$ cat config.mk
export PLATFORM = sky130hd
export DESIGN_NAME = keypad_scan
export DESIGN_NICKNAME = d
export VERILOG_FILES = /design/src/rtl/keypad_scan.sv
export SDC_FILE = /design/constraint.sdc
export NUM_CORES = 1
export LEC_CHECK = 0
export CAP_MARGIN = 20
export CELL_PAD_IN_SITES_DETAIL_PLACEMENT = 1
export CELL_PAD_IN_SITES_GLOBAL_PLACEMENT = 1
export CORE_MARGIN = 4
export CORE_UTILIZATION = 42
export DETAILED_ROUTE_END_ITERATION = 12
export PLACE_DENSITY_LB_ADDON = 0.1
export SLEW_MARGIN = 5
export SYNTH_ARGS = -nofsm -noshare
export SYNTH_HDL_FRONTEND = slang
export SYNTH_SLANG_ARGS = --single-unit
$ cat constraint.sdc
create_clock -name clock -period 2.95 [get_ports clock]
set_input_delay 0.4425 -clock clock [delete_from_list [all_inputs] [get_ports clock]]
set_output_delay 0.4425 -clock clock [all_outputs]
set_load 0.01 [all_outputs]
$ cat src/rtl/keypad_scan.sv
// -----------------------------------------------------------------------------
// keypad_scan
//   Matrix-keypad front end for the lock. It walks a single low bit across the
//   four active-low rows of a 4x3 membrane keypad, samples the three pulled-up
//   column lines once per scan tick, debounces presses and releases, and
//   presents a one-hot 12-bit key code to the lock controller.
//
//   Key encoding: bit index = row*3 + col
//     row0: 1 2 3 -> bits 0..2    row1: 4 5 6 -> bits 3..5
//     row2: 7 8 9 -> bits 6..8    row3: * 0 # -> bits 9..11
//
//   Optional feature (compile-time macro KEY_REPEAT_EN):
//     while a key stays down, key_valid re-pulses every REPEAT_TICKS scan
//     ticks with Key unchanged. Without the macro key_valid fires once per
//     press and no repeat counter is built.
//
// Parameters:
//   SCAN_DIV       clocks per scan tick (row dwell time), >= 4
//   DEBOUNCE_TICKS consecutive identical tick samples to accept press/release
//   REPEAT_TICKS   ticks between auto-repeat pulses (KEY_REPEAT_EN only)
//
// Ports:
//   clock      system clock, rising edge
//   reset      synchronous active-low reset
//   row[3:0]   active-low row drive, exactly one bit low
//   col[2:0]   active-low column sense, asynchronous to clock
//   Key[11:0]  one-hot key code, 0 = no key
//   key_valid  one-clock pulse when Key takes a new non-zero value
//   state_o    current scan state (debug view of the FSM)
//
// Handshake: key_valid is a single-cycle strobe with no ready; Key is valid in
// the same cycle as the strobe and stays stable until the key is released.
// -----------------------------------------------------------------------------
module keypad_scan #(
    parameter int SCAN_DIV       = 50000,
    parameter int DEBOUNCE_TICKS = 4,
    parameter int REPEAT_TICKS   = 100
) (
    input  logic        clock,
    input  logic        reset,
    output logic [3:0]  row,
    input  logic [2:0]  col,
    output logic [11:0] Key,
    output logic        key_valid,
    output logic [1:0]  state_o
);

    localparam int DIV_W = $clog2(SCAN_DIV);
    localparam int CNT_W = $clog2(DEBOUNCE_TICKS + 1);

    typedef enum logic [1:0] {
        S_SCAN     = 2'd0,
        S_DEBOUNCE = 2'd1,
        S_PRESSED  = 2'd2,
        S_RELEASE  = 2'd3
    } state_e;

    state_e             state_q, state_d;
    logic [2:0]         col_s1_q, col_s2_q;
    logic [DIV_W-1:0]   div_q, div_d;
    logic [1:0]         row_sel_q, row_sel_d;
    logic [1:0]         key_col_q, key_col_d;
    logic [CNT_W-1:0]   cnt_q, cnt_d;
    logic [11:0]        key_q, key_d;
    logic               key_valid_q, key_valid_d;

    logic               tick;
    logic               single_low;
    logic [1:0]         col_idx;
    logic [2:0]         held_pat;
    logic [1:0]         row_next;

`ifdef KEY_REPEAT_EN
    localparam int RPT_W = $clog2(REPEAT_TICKS + 1);
    logic [RPT_W-1:0]   rpt_q, rpt_d;
`else
    logic               unused_repeat;
    assign unused_repeat = (REPEAT_TICKS > 0);
`endif

    function automatic logic [11:0] onehot_code(input logic [1:0] r, input logic [1:0] c);
        logic [3:0] idx;
        idx = 4'(r) * 4'd3 + 4'(c);
        return 12'd1 << idx;
    endfunction

    // Scan tick: one clock every SCAN_DIV clocks, free running in all states.
    assign tick  = (div_q == DIV_W'(SCAN_DIV - 1));
    assign div_d = tick ? '0 : div_q + DIV_W'(1);

    // Only a single low column counts as a key; zero or several low is "none".
    always_comb begin
        single_low = 1'b1;
        col_idx    = 2'd0;
        case (col_s2_q)
            3'b110:  col_idx = 2'd0;
            3'b101:  col_idx = 2'd1;
            3'b011:  col_idx = 2'd2;
            default: single_low = 1'b0;
        endcase
    end

    // Column pattern of the key being debounced / held.
    assign held_pat = ~(3'b001 << key_col_q);
    assign row_next = row_sel_q + 2'd1;

    always_comb begin
        state_d     = state_q;
        row_sel_d   = row_sel_q;
        key_col_d   = key_col_q;
        cnt_d       = cnt_q;
        key_d       = key_q;
        key_valid_d = 1'b0;
`ifdef KEY_REPEAT_EN
        rpt_d       = '0;
`endif
        case (state_q)
            S_SCAN: begin
                if (tick) begin
                    if (single_low) begin
                        key_col_d = col_idx;
                        if (DEBOUNCE_TICKS == 1) begin
                            state_d     = S_PRESSED;
                            key_d       = onehot_code(row_sel_q, col_idx);
                            key_valid_d = 1'b1;
                            cnt_d       = '0;
                        end else begin
                            state_d = S_DEBOUNCE;
                            cnt_d   = CNT_W'(1);
                        end
                    end else begin
                        row_sel_d = row_next;
                    end
                end
            end

            // Row drive is frozen here: row_sel_q is the row of the candidate key.
            S_DEBOUNCE: begin
                if (tick) begin
                    if (col_s2_q == held_pat) begin
                        if (cnt_q + CNT_W'(1) == CNT_W'(DEBOUNCE_TICKS)) begin
                            state_d     = S_PRESSED;
                            key_d       = onehot_code(row_sel_q, key_col_q);
                            key_valid_d = 1'b1;
                            cnt_d       = '0;
                        end else begin
                            cnt_d = cnt_q + CNT_W'(1);
                        end
                    end else begin
                        state_d   = S_SCAN;
                        row_sel_d = row_next;
                        cnt_d     = '0;
                    end
                end
            end

            // Anything other than all-high (e.g. a second key) is ignored.
            S_PRESSED: begin
`ifdef KEY_REPEAT_EN
                rpt_d = rpt_q;
`endif
                if (tick) begin
                    if (col_s2_q == 3'b111) begin
`ifdef KEY_REPEAT_EN
                        rpt_d = '0;
`endif
                        if (DEBOUNCE_TICKS == 1) begin
                            state_d   = S_SCAN;
                            key_d     = '0;
                            row_sel_d = row_next;
                            cnt_d     = '0;
                        end else begin
                            state_d = S_RELEASE;
                            cnt_d   = CNT_W'(1);
                        end
                    end
`ifdef KEY_REPEAT_EN
                    else if (rpt_q == RPT_W'(REPEAT_TICKS - 1)) begin
                        key_valid_d = 1'b1;
                        rpt_d       = '0;
                    end else begin
                        rpt_d = rpt_q + RPT_W'(1);
                    end
`endif
                end
            end

            // Key is still reported while the release is being confirmed.
            S_RELEASE: begin
                if (tick) begin
                    if (col_s2_q == 3'b111) begin
                        if (cnt_q + CNT_W'(1) == CNT_W'(DEBOUNCE_TICKS)) begin
                            state_d   = S_SCAN;
                            key_d     = '0;
                            row_sel_d = row_next;
                            cnt_d     = '0;
                        end else begin
                            cnt_d = cnt_q + CNT_W'(1);
                        end
                    end else if (col_s2_q == held_pat) begin
                        // Contact bounce on release: same key, no new strobe.
                        state_d = S_PRESSED;
                        cnt_d   = '0;
                    end
                end
            end

            default: begin
                state_d = S_SCAN;
            end
        endcase
    end

    always_ff @(posedge clock) begin
        if (!reset) begin
            col_s1_q    <= 3'b111;
            col_s2_q    <= 3'b111;
            div_q       <= '0;
            state_q     <= S_SCAN;
            row_sel_q   <= 2'd0;
            key_col_q   <= 2'd0;
            cnt_q       <= '0;
            key_q       <= '0;
            key_valid_q <= 1'b0;
        end else begin
            col_s1_q    <= col;
            col_s2_q    <= col_s1_q;
            div_q       <= div_d;
            state_q     <= state_d;
            row_sel_q   <= row_sel_d;
            key_col_q   <= key_col_d;
            cnt_q       <= cnt_d;
            key_q       <= key_d;
            key_valid_q <= key_valid_d;
        end
    end

`ifdef KEY_REPEAT_EN
    always_ff @(posedge clock) begin
        if (!reset) begin
            rpt_q <= '0;
        end else begin
            rpt_q <= rpt_d;
        end
    end
`endif

    assign row       = ~(4'b0001 << row_sel_q);
    assign Key       = key_q;
    assign key_valid = key_valid_q;
    assign state_o   = state_q;

endmodule
==> impl_metrics.tcl, run 1 <==
set metrics [dict create \
    status "completed" \
    fin_tns_setup_ns 0 \
    rsz0062_at_grt "false" \
    viasPerCell 5.19 \
    fin_nets 302 \
    grt_pass1_vias 1912 \
    postCtsSetupRepairBufs 0 \
    grt_busiest_layer "met2" \
    reg2reg_depth 6 \
    clockRootBuffer "clkbuf_8" \
    gp_congestion 0.806 \
    worst_slew_pin_slew_ns 0.593 \
    yosys.area.top_type "dfxtp_1" \
    clockBufferDepth 2 \
    dr.pass1.iters 4 \
    grt_overflow 0 \
    io_buffer_count 23 \
    met2_usage_pct 30.2 \
    hold_slack_ns 0.412 \
    drv_cap 0 \
    syn_nets 278 \
    synthDistinctLibCells 42 \
    antenna_found_initial 0 \
    synth_commonest_cells "dfxtp_1, nand2_1, nor2_1, a21oi_1, nand2b_1" \
    r2r-start "key_col_q[1]" \
    cts_buffers 5 \
    finClkSkew_ns 0.00647 \
    stdcell_count 357 \
    postCtsHoldBufs 0 \
    place_inst 349 \
    synth_ff_type "dfxtp_1" \
    max_slew_margin_pct 60.2 \
    syn_area_mm2 0.00221 \
    p_leak_nw 0.938 \
    routed_wl_um 4780 \
    crit_fanout 12 \
    drv_slew 0 \
    diodes 0 \
    dp_hpwl_um 3590 \
    finalHoldViolCount 0 \
    cts.sinks 44 \
    grtUsageMet3_pct 3.25 \
    met1_usage_pct 19.2 \
    crit_required_ns 3.18 \
    fin_ws_ns 0.147 \
    pre_cts_ws_ns 0.182 \
    hp-class "flip-flop to flip-flop" \
    area_growth_pct 17.7 \
    coreArea_mm2 0.00511 \
    hp-start "col_s1_q[2]" \
    ctsResizeCount 0 \
    cp-start-kind "flip-flop" \
    synthArstFlopShare_pct 0 \
    fmax_mhz 357 \
    die_y_um 80.5 \
    synth_seq_area_share_pct 39.9 \
    dieWidth_um 80.5 \
    synth-seq-cells 44 \
    grt_first_pass_wirelength_um 8580 \
    critical_path_class "flip-flop to flip-flop" \
    netlist.area_leader.share_pct 39.9 \
    power.total_w 0.00105 \
    syn_inst 262 \
    syn_area_per_cell_um2 8.43 \
    hold_depth 1 \
    critPathCaptureType "flip-flop" \
    cts_max_level 2 \
    clk_latency_ns 0.29 \
    first_iter_violations 19 \
    powerDensity_mw_per_mm2 403 \
    vias 1853 \
    path_clk_slew_ns 0.09 \
    yosysMostFrequentCell "dfxtp_1" \
    period_needed_ns 2.80 \
    cp.arrival_ns 3.03 \
    track_usage_pct 16.6 \
    worst-r2r-setup-slack_ns 0.15 \
    drc_errors 0 \
    setup_violations 0 \
    min_period_over_period_pct 95.0 \
    start_util_pct 43.2 \
    cp-startpoint "key_col_q[1]" \
    antenna_left 0 \
    drt-wirelength-per-cell_um 13.4 \
    vdd_drop_max_v 0.000238 \
    ioPinCount 24 \
    synth.area.top_cells "dfxtp_1, nand2_1, ha_1" \
    ys_warn_count 0 \
    cts_tree "done" \
    fp-row-count 26 \
    die_area_mm2 0.00648 \
    grt_max_degree 24 \
    layout-drive-gt1-share_pct 5.57 \
    synth_edf_count 0 \
]
-- kinds of logic after synthesis --
| kind of cell | count (synthesis) | synth area share, % |
|---|---|---|
| adders and majority gates | 11 | 6.91 |
| AOI/OAI and AO/OA | 38 | 10.5 |
| muxes | 6 | 2.72 |
| and+or+nand+nor | 123 | 28.8 |
| buffers and inverters | 24 | 4.87 |
| DFF | 44 | 39.9 |
| xor gates and xnor gates | 16 | 6.35 |
-- layout by cell type, fill, tap and decap left out, types with 2 or more instances in the layout --
| cell | instances |
|---|---|
| dfxtp_1 | 44 |
| nor2b_1 | 5 |
| clkbuf_8 | 6 |
| mux2i_1 | 6 |
| nand4_1 | 5 |
| buf_4 | 5 |
| inv_1 | 12 |
| nor4_1 | 3 |
| nor4bb_1 | 2 |
| nand2b_1 | 14 |
| or3_1 | 8 |
| clkdlybuf4s50_1 | 23 |
| and3_1 | 6 |
| nand2_1 | 32 |
| o21ai_0 | 5 |
| fa_1 | 2 |
| nor2_1 | 26 |
| xor2_1 | 9 |
| a21oi_1 | 21 |
| nor3_1 | 3 |
| nand3_1 | 10 |
| ha_1 | 9 |
| xnor2_1 | 7 |
| a211oi_1 | 2 |
| or4_1 | 4 |
-- worst max-delay path: stages, from the launching register on --
cell	delay, ns
dfxtp_1	0.59
fa_1	0.52
ha_1	0.24
fa_1	0.54
nand2b_1	0.23
or4_1	0.48
a21oi_1	0.14
-- path summary, 6_finish.rpt --
path	end
setup / recovery	Key[10]
hold / removal	col_s2_q[2]
setup reg to reg	Key[10]
hold reg to reg	col_s2_q[2]
-- metal layers --
metal	vias up	part of all wire [%]
li1	939	-
met2	27	48
met3	8	3.1
met1	879	47
met5	-	0
met4	0	1.8
-- where the power goes --
group          internal (W)  switching, W   total, W  leakage [nW]
Sequential         0.000601    0.00000738   0.000608         0.356
Combinational     0.0000190     0.0000213  0.0000403         0.537
Clock              0.000191      0.000208   0.000398        0.0445
-- stage by stage --
| step | instance area (um^2) | utilization [%] |
|---|---|---|
| after detailed placement | 2500 | 49.0 |
| final | 2600 | 50.9 |
| after floorplan | 2210 | - |
| after CTS | 2600 | 50.9 |
| after global placement | 2500 | 49.0 |
| after global routing | 2600 | 50.9 |
-- registers in the layout, indices dropped and copies added (netlist names), 2 cells and up --
name	flops
col_s1_q	3
div_q	16
state_o	2
cnt_q	3
Key	12
col_s2_q	3
row_sel_q	2
key_col_q	2
-- layout make-up --
class | instances | area [um^2]
multi-input combinational | 194 | 1220
clock buffer | 7 | 86.3
tap | 70 | 87.6
inverter | 13 | 48.8
fill | 646 | 2510
timing repair buffer | 28 | 268
sequential | 44 | 881
clock inverter | 1 | 7.51
Power figures use the tool's default switching activity.
==> inputs of run 2 (changes only) <==
==> constraint.sdc (replaced) <==
create_clock -name clock -period 3 [get_ports clock]
set_input_delay 0.45 -clock clock [delete_from_list [all_inputs] [get_ports clock]]
set_output_delay 0.45 -clock clock [all_outputs]
set_load 0.01 [all_outputs]
==> run 2 against run 1 <==
- die area unchanged
- clock skew down 0.0029 ns
- flip-flop and latch count unchanged
- utilization up 0.42 points
- critical path type unchanged
==> impl_metrics.tcl, run 2 (synthesized netlist as in run 1, its figures left out) <==
set metrics [dict create \
    status "completed" \
    seqPwrFrac_pct 55.1 \
    rsz0062_at_grt "false" \
    cts_tree "done" \
    vias 1861 \
    start_util_pct 43.2 \
    finClkSkew_ns 0.00358 \
    vdd_drop_max_v 0.000253 \
    pre_cts_ws_ns 0.453 \
    swShare_pct 21.0 \
    powerDensity_mw_per_mm2 414 \
    dr.pass1.iters 4 \
    crit_required_ns 3.23 \
    post_dp_cell_area_mm2 0.00251 \
    pwr-share-comb_pct 3.7 \
    pwr-share-clk_pct 41.2 \
    period_needed_ns 2.56 \
    largest_reg_flops 16 \
    top_register "div_q" \
    layout_commonest_cell "dfxtp_1" \
    grt_max_degree 24 \
    r2r-start "row_sel_q[0]" \
    finalHoldViolCount 0 \
    cp.arrival_ns 2.79 \
    first_iter_violations 61 \
    drt-wirelength-per-cell_um 13.2 \
    antenna_found_initial 0 \
    io_buffer_count 23 \
    min_period_over_period_pct 85.3 \
    n_fill_cell 634 \
    hp-class "flip-flop to flip-flop" \
    cts_max_level 2 \
    clockBufferDepth 2 \
    most-common-layout-cells "dfxtp_1, nand2_1, nor2_1" \
    dieWidth_um 80.5 \
    drc_errors 0 \
    power.total_w 0.00108 \
    finalInstanceArea_mm2 0.00262 \
    fmax_mhz 391 \
    regArea_um2 881 \
    cp-start-kind "flip-flop" \
    ioPinCount 24 \
    die_y_um 80.5 \
    p_int_w 0.000857 \
    multi_input_area_mm2 0.00122 \
    viasPerCell 5.20 \
    area_growth_pct 18.6 \
    drv_cap 0 \
    critical_path_class "flip-flop to flip-flop" \
    gp_congestion 0.829 \
    p_leak_nw 0.954 \
    postCtsHoldBufs 0 \
    critPathCaptureType "flip-flop" \
    cp-startpoint "row_sel_q[0]" \
    path_clk_slew_ns 0.08 \
    die_area_mm2 0.00648 \
    layout-drive-gt1-share_pct 5.90 \
    coreArea_mm2 0.00511 \
    fin_ws_ns 0.440 \
    switchingPower_w 0.000228 \
    routed_wl_um 4720 \
    grt_pass1_vias 1864 \
    cts.sinks 44 \
    crit_fanout 7 \
    grt_first_pass_wirelength_um 8380 \
    clockRootBuffer "clkbuf_8" \
    dp_hpwl_um 3510 \
    hp-start "col_s1_q[0]" \
    fp-row-count 26 \
    cts_buffers 5 \
    drv_slew 0 \
    worst_slew_pin_slew_ns 0.587 \
    diodes 0 \
    track_usage_pct 16.2 \
    grt_overflow 0 \
    fin_nets 303 \
    postCtsSetupRepairBufs 0 \
    max_slew_margin_pct 60.6 \
    fin_tns_setup_ns 0 \
    clk_latency_ns 0.29 \
    hold_slack_ns 0.413 \
    setup_violations 0 \
    antenna_left 0 \
    ctsResizeCount 0 \
]
-- run 2: layer usage --
layer  routed length [um]  GRT usage [%]  up-vias
met5                    0              0        -
met4                   30           4.05        0
met3                  146           3.36        2
met2                 2380           29.4       24
met1                 2170           19.3      895
li1                     -              -      940
-- run 2: metrics by stage --
stage / instances / util [%]
global route: 358 / 51.3
detailed placement: 350 / 49.2
CTS: 358 / 51.3
finish: 358 / 51.3
global placement: 350 / 49.2
floorplan: 262 / -
-- run 2: power groups by stage --
stage	Sequential (W)	Combinational, W	Clock (W)
after floorplan	0.000608	0.0000295	0
after global placement	0.000611	0.0000396	0
after detailed placement	0.000612	0.0000407	0
after CTS	0.000598	0.0000410	0.000466
after global routing	0.000600	0.0000458	0.000490
final	0.000598	0.0000403	0.000447
-- run 2: layout make-up --
cell class	count	area share, %
Multi-Input combinational cell	194	46.6
Clock buffer	6	2.77
Clock inverter	2	1.34
Tap cell	70	3.34
Inverter	13	1.86
Sequential cell	44	33.6
Timing Repair Buffer	29	10.5
-- run 2: worst paths after layout --
path,to,slack [ns],cells after the start
max reg2reg,Key[10],0.44,6
min reg2reg,col_s2_q[0],0.41,1
max,Key[10],0.44,6
min,col_s2_q[0],0.41,1
-- run 2: critical path, stage by stage, from the launching register on --
cell,delay [ns]
dfxtp_1,0.45
fa_1,0.43
ha_1,0.22
fa_1,0.53
nand2b_1,0.22
or4_1,0.49
a21oi_1,0.15
==> inputs of run 3 (changes only) <==
--- a/config.mk
+++ b/config.mk
@@ -8,8 +8,9 @@
 export CAP_MARGIN = 20
 export CELL_PAD_IN_SITES_DETAIL_PLACEMENT = 1
 export CELL_PAD_IN_SITES_GLOBAL_PLACEMENT = 1
+export CORE_ASPECT_RATIO = 1.5
 export CORE_MARGIN = 4
-export CORE_UTILIZATION = 42
+export CORE_UTILIZATION = 45
 export DETAILED_ROUTE_END_ITERATION = 12
 export PLACE_DENSITY_LB_ADDON = 0.1
 export SLEW_MARGIN = 5
==> constraint.sdc (replaced) <==
create_clock -name clock -period 3.14 [get_ports clock]
set_input_delay 0.471 -clock clock [delete_from_list [all_inputs] [get_ports clock]]
set_output_delay 0.471 -clock clock [all_outputs]
set_load 0.01 [all_outputs]
==> run 3 against run 2 <==
- flip-flop and latch count did not move
- cell area is 0.24% lower
- critical endpoint unchanged
- first-iteration DRC count grew 3.3%
- combinational power shrank 9.2%
- register-to-register slack improved by 0.13 ns
- hold slack gained 0.0040 ns
- via count up 0.81%
- routed wire length grew 7.9%
- count of clock-buffer cells in the layout unchanged
- clock power grew 3%
- clock skew grew 0.0084 ns
- worst setup slack improved by 0.13 ns
==> impl_metrics.tcl, run 3 (synthesized netlist as in run 1, its figures left out) <==
set metrics [dict create \
    met1_usage_pct 17.3 \
    clockBufferDepth 2 \
    finClkSkew_ns 0.0119 \
    hp-class "flip-flop to flip-flop" \
    rsz0062_at_grt "false" \
    drt-wirelength-per-cell_um 14.5 \
    critPathCaptureType "flip-flop" \
    period_needed_ns 2.57 \
    met2_usage_pct 37.5 \
    cts_buffers 5 \
    finalHoldViolCount 0 \
    fin_tns_setup_ns 0 \
    worst_slew_pin_slew_ns 0.569 \
    most-common-layout-cells "dfxtp_1, nand2_1, nor2_1" \
    die_y_um 93.8 \
    path_clk_slew_ns 0.09 \
    postCtsSetupRepairBufs 0 \
    critical_path_class "flip-flop to flip-flop" \
    seqPwrFrac_pct 53.5 \
    pwr-share-comb_pct 3.4 \
    status "completed" \
    pwr-share-clk_pct 43.1 \
    grt_first_pass_wirelength_um 8700 \
    top_register "div_q" \
    crit_fanout 7 \
    power.total_w 0.00107 \
    cts.sinks 44 \
    regArea_um2 881 \
    max_slew_margin_pct 61.8 \
    gp_congestion 0.748 \
    die_area_mm2 0.00612 \
    cts_tree "done" \
    vdd_drop_max_v 0.000375 \
    viasPerCell 5.33 \
    drc_errors 0 \
    ctsResizeCount 0 \
    diodes 0 \
    layout_commonest_cell "dfxtp_1" \
    swShare_pct 21.4 \
    postCtsHoldBufs 0 \
    io_buffer_count 23 \
    coreArea_mm2 0.00481 \
    antenna_left 0 \
    ioPinCount 24 \
    fp-row-count 31 \
    p_leak_nw 0.951 \
    grt_pass1_vias 1922 \
    cp.arrival_ns 2.81 \
    dr.pass1.iters 4 \
    p_int_w 0.000842 \
    track_usage_pct 18.2 \
    fin_nets 301 \
    dp_hpwl_um 3810 \
    largest_reg_flops 16 \
    grt_busiest_layer "met2" \
    multi_input_area_mm2 0.00122 \
    start_util_pct 45.9 \
    n_fill_cell 606 \
    stdcell_count 352 \
    setup_violations 0 \
    vias 1876 \
    clockRootBuffer "clkbuf_8" \
    cp-start-kind "flip-flop" \
    clk_latency_ns 0.30 \
    first_iter_violations 63 \
    min_period_over_period_pct 81.9 \
    grt_max_degree 24 \
    routed_wl_um 5100 \
    place_inst 344 \
    grtUsageMet3_pct 3.35 \
    dieWidth_um 65.2 \
    area_growth_pct 18.4 \
    cts_max_level 2 \
    layout-drive-gt1-share_pct 5.59 \
    drv_cap 0 \
    crit_required_ns 3.38 \
    switchingPower_w 0.000229 \
    drv_slew 0 \
    powerDensity_mw_per_mm2 410 \
    grt_overflow 0 \
    antenna_found_initial 0 \
    fmax_mhz 389 \
]
run 3: layout make-up:
type | instances | area share, %
timing repair buffer | 27 | 9.96
tap | 66 | 3.16
clock buffer | 6 | 3.16
sequential | 44 | 33.7
clock inverter | 2 | 1.48
inverter | 13 | 1.87
multi-input combinational | 194 | 46.7
run 3: critical path, stage by stage (launching register included):
cell and delay, ns:
dfxtp_1 0.47, fa_1 0.46, ha_1 0.22, fa_1 0.54, nand2b_1 0.22, or4_1 0.48
a21oi_1 0.15
run 3: layer usage:
| layer | vias up | routed length [um] |
|---|---|---|
| li1 | 937 | - |
| met1 | 912 | 1870 |
| met2 | 20 | 3040 |
| met3 | 7 | 113 |
| met4 | 0 | 75 |
| met5 | - | 0 |
run 3: metrics by stage:
stage	hold WS, ns	setup WS, ns	instance area, um^2	util [%]
after floorplan	0.386	0.712	2210	-
after CTS	0.418	0.550	2610	54.3
final	0.417	0.567	2610	54.3
after global placement	0.388	0.612	2490	51.8
after detailed placement	0.398	0.569	2490	51.8
after global routing	0.440	0.409	2610	54.3
run 3: worst paths after layout:
check,from,endpoint,slack [ns],cells past startpoint
max reg2reg,row_sel_q[1],Key[10],0.57,6
min,col_s1_q[0],col_s2_q[0],0.42,1
min reg2reg,col_s1_q[0],col_s2_q[0],0.42,1
max,row_sel_q[1],Key[10],0.57,6
run 3: power groups by stage:
stage | clock network [W] | logic, W | registers (W)
6_report | 0.000461 | 0.0000366 | 0.000573
5_1_grt | 0.000501 | 0.0000411 | 0.000575
4_1_cts | 0.000477 | 0.0000376 | 0.000573
3_5_place_dp | 0 | 0.0000371 | 0.000586
3_3_place_gp | 0 | 0.0000366 | 0.000586
2_1_floorplan | 0 | 0.0000282 | 0.000581
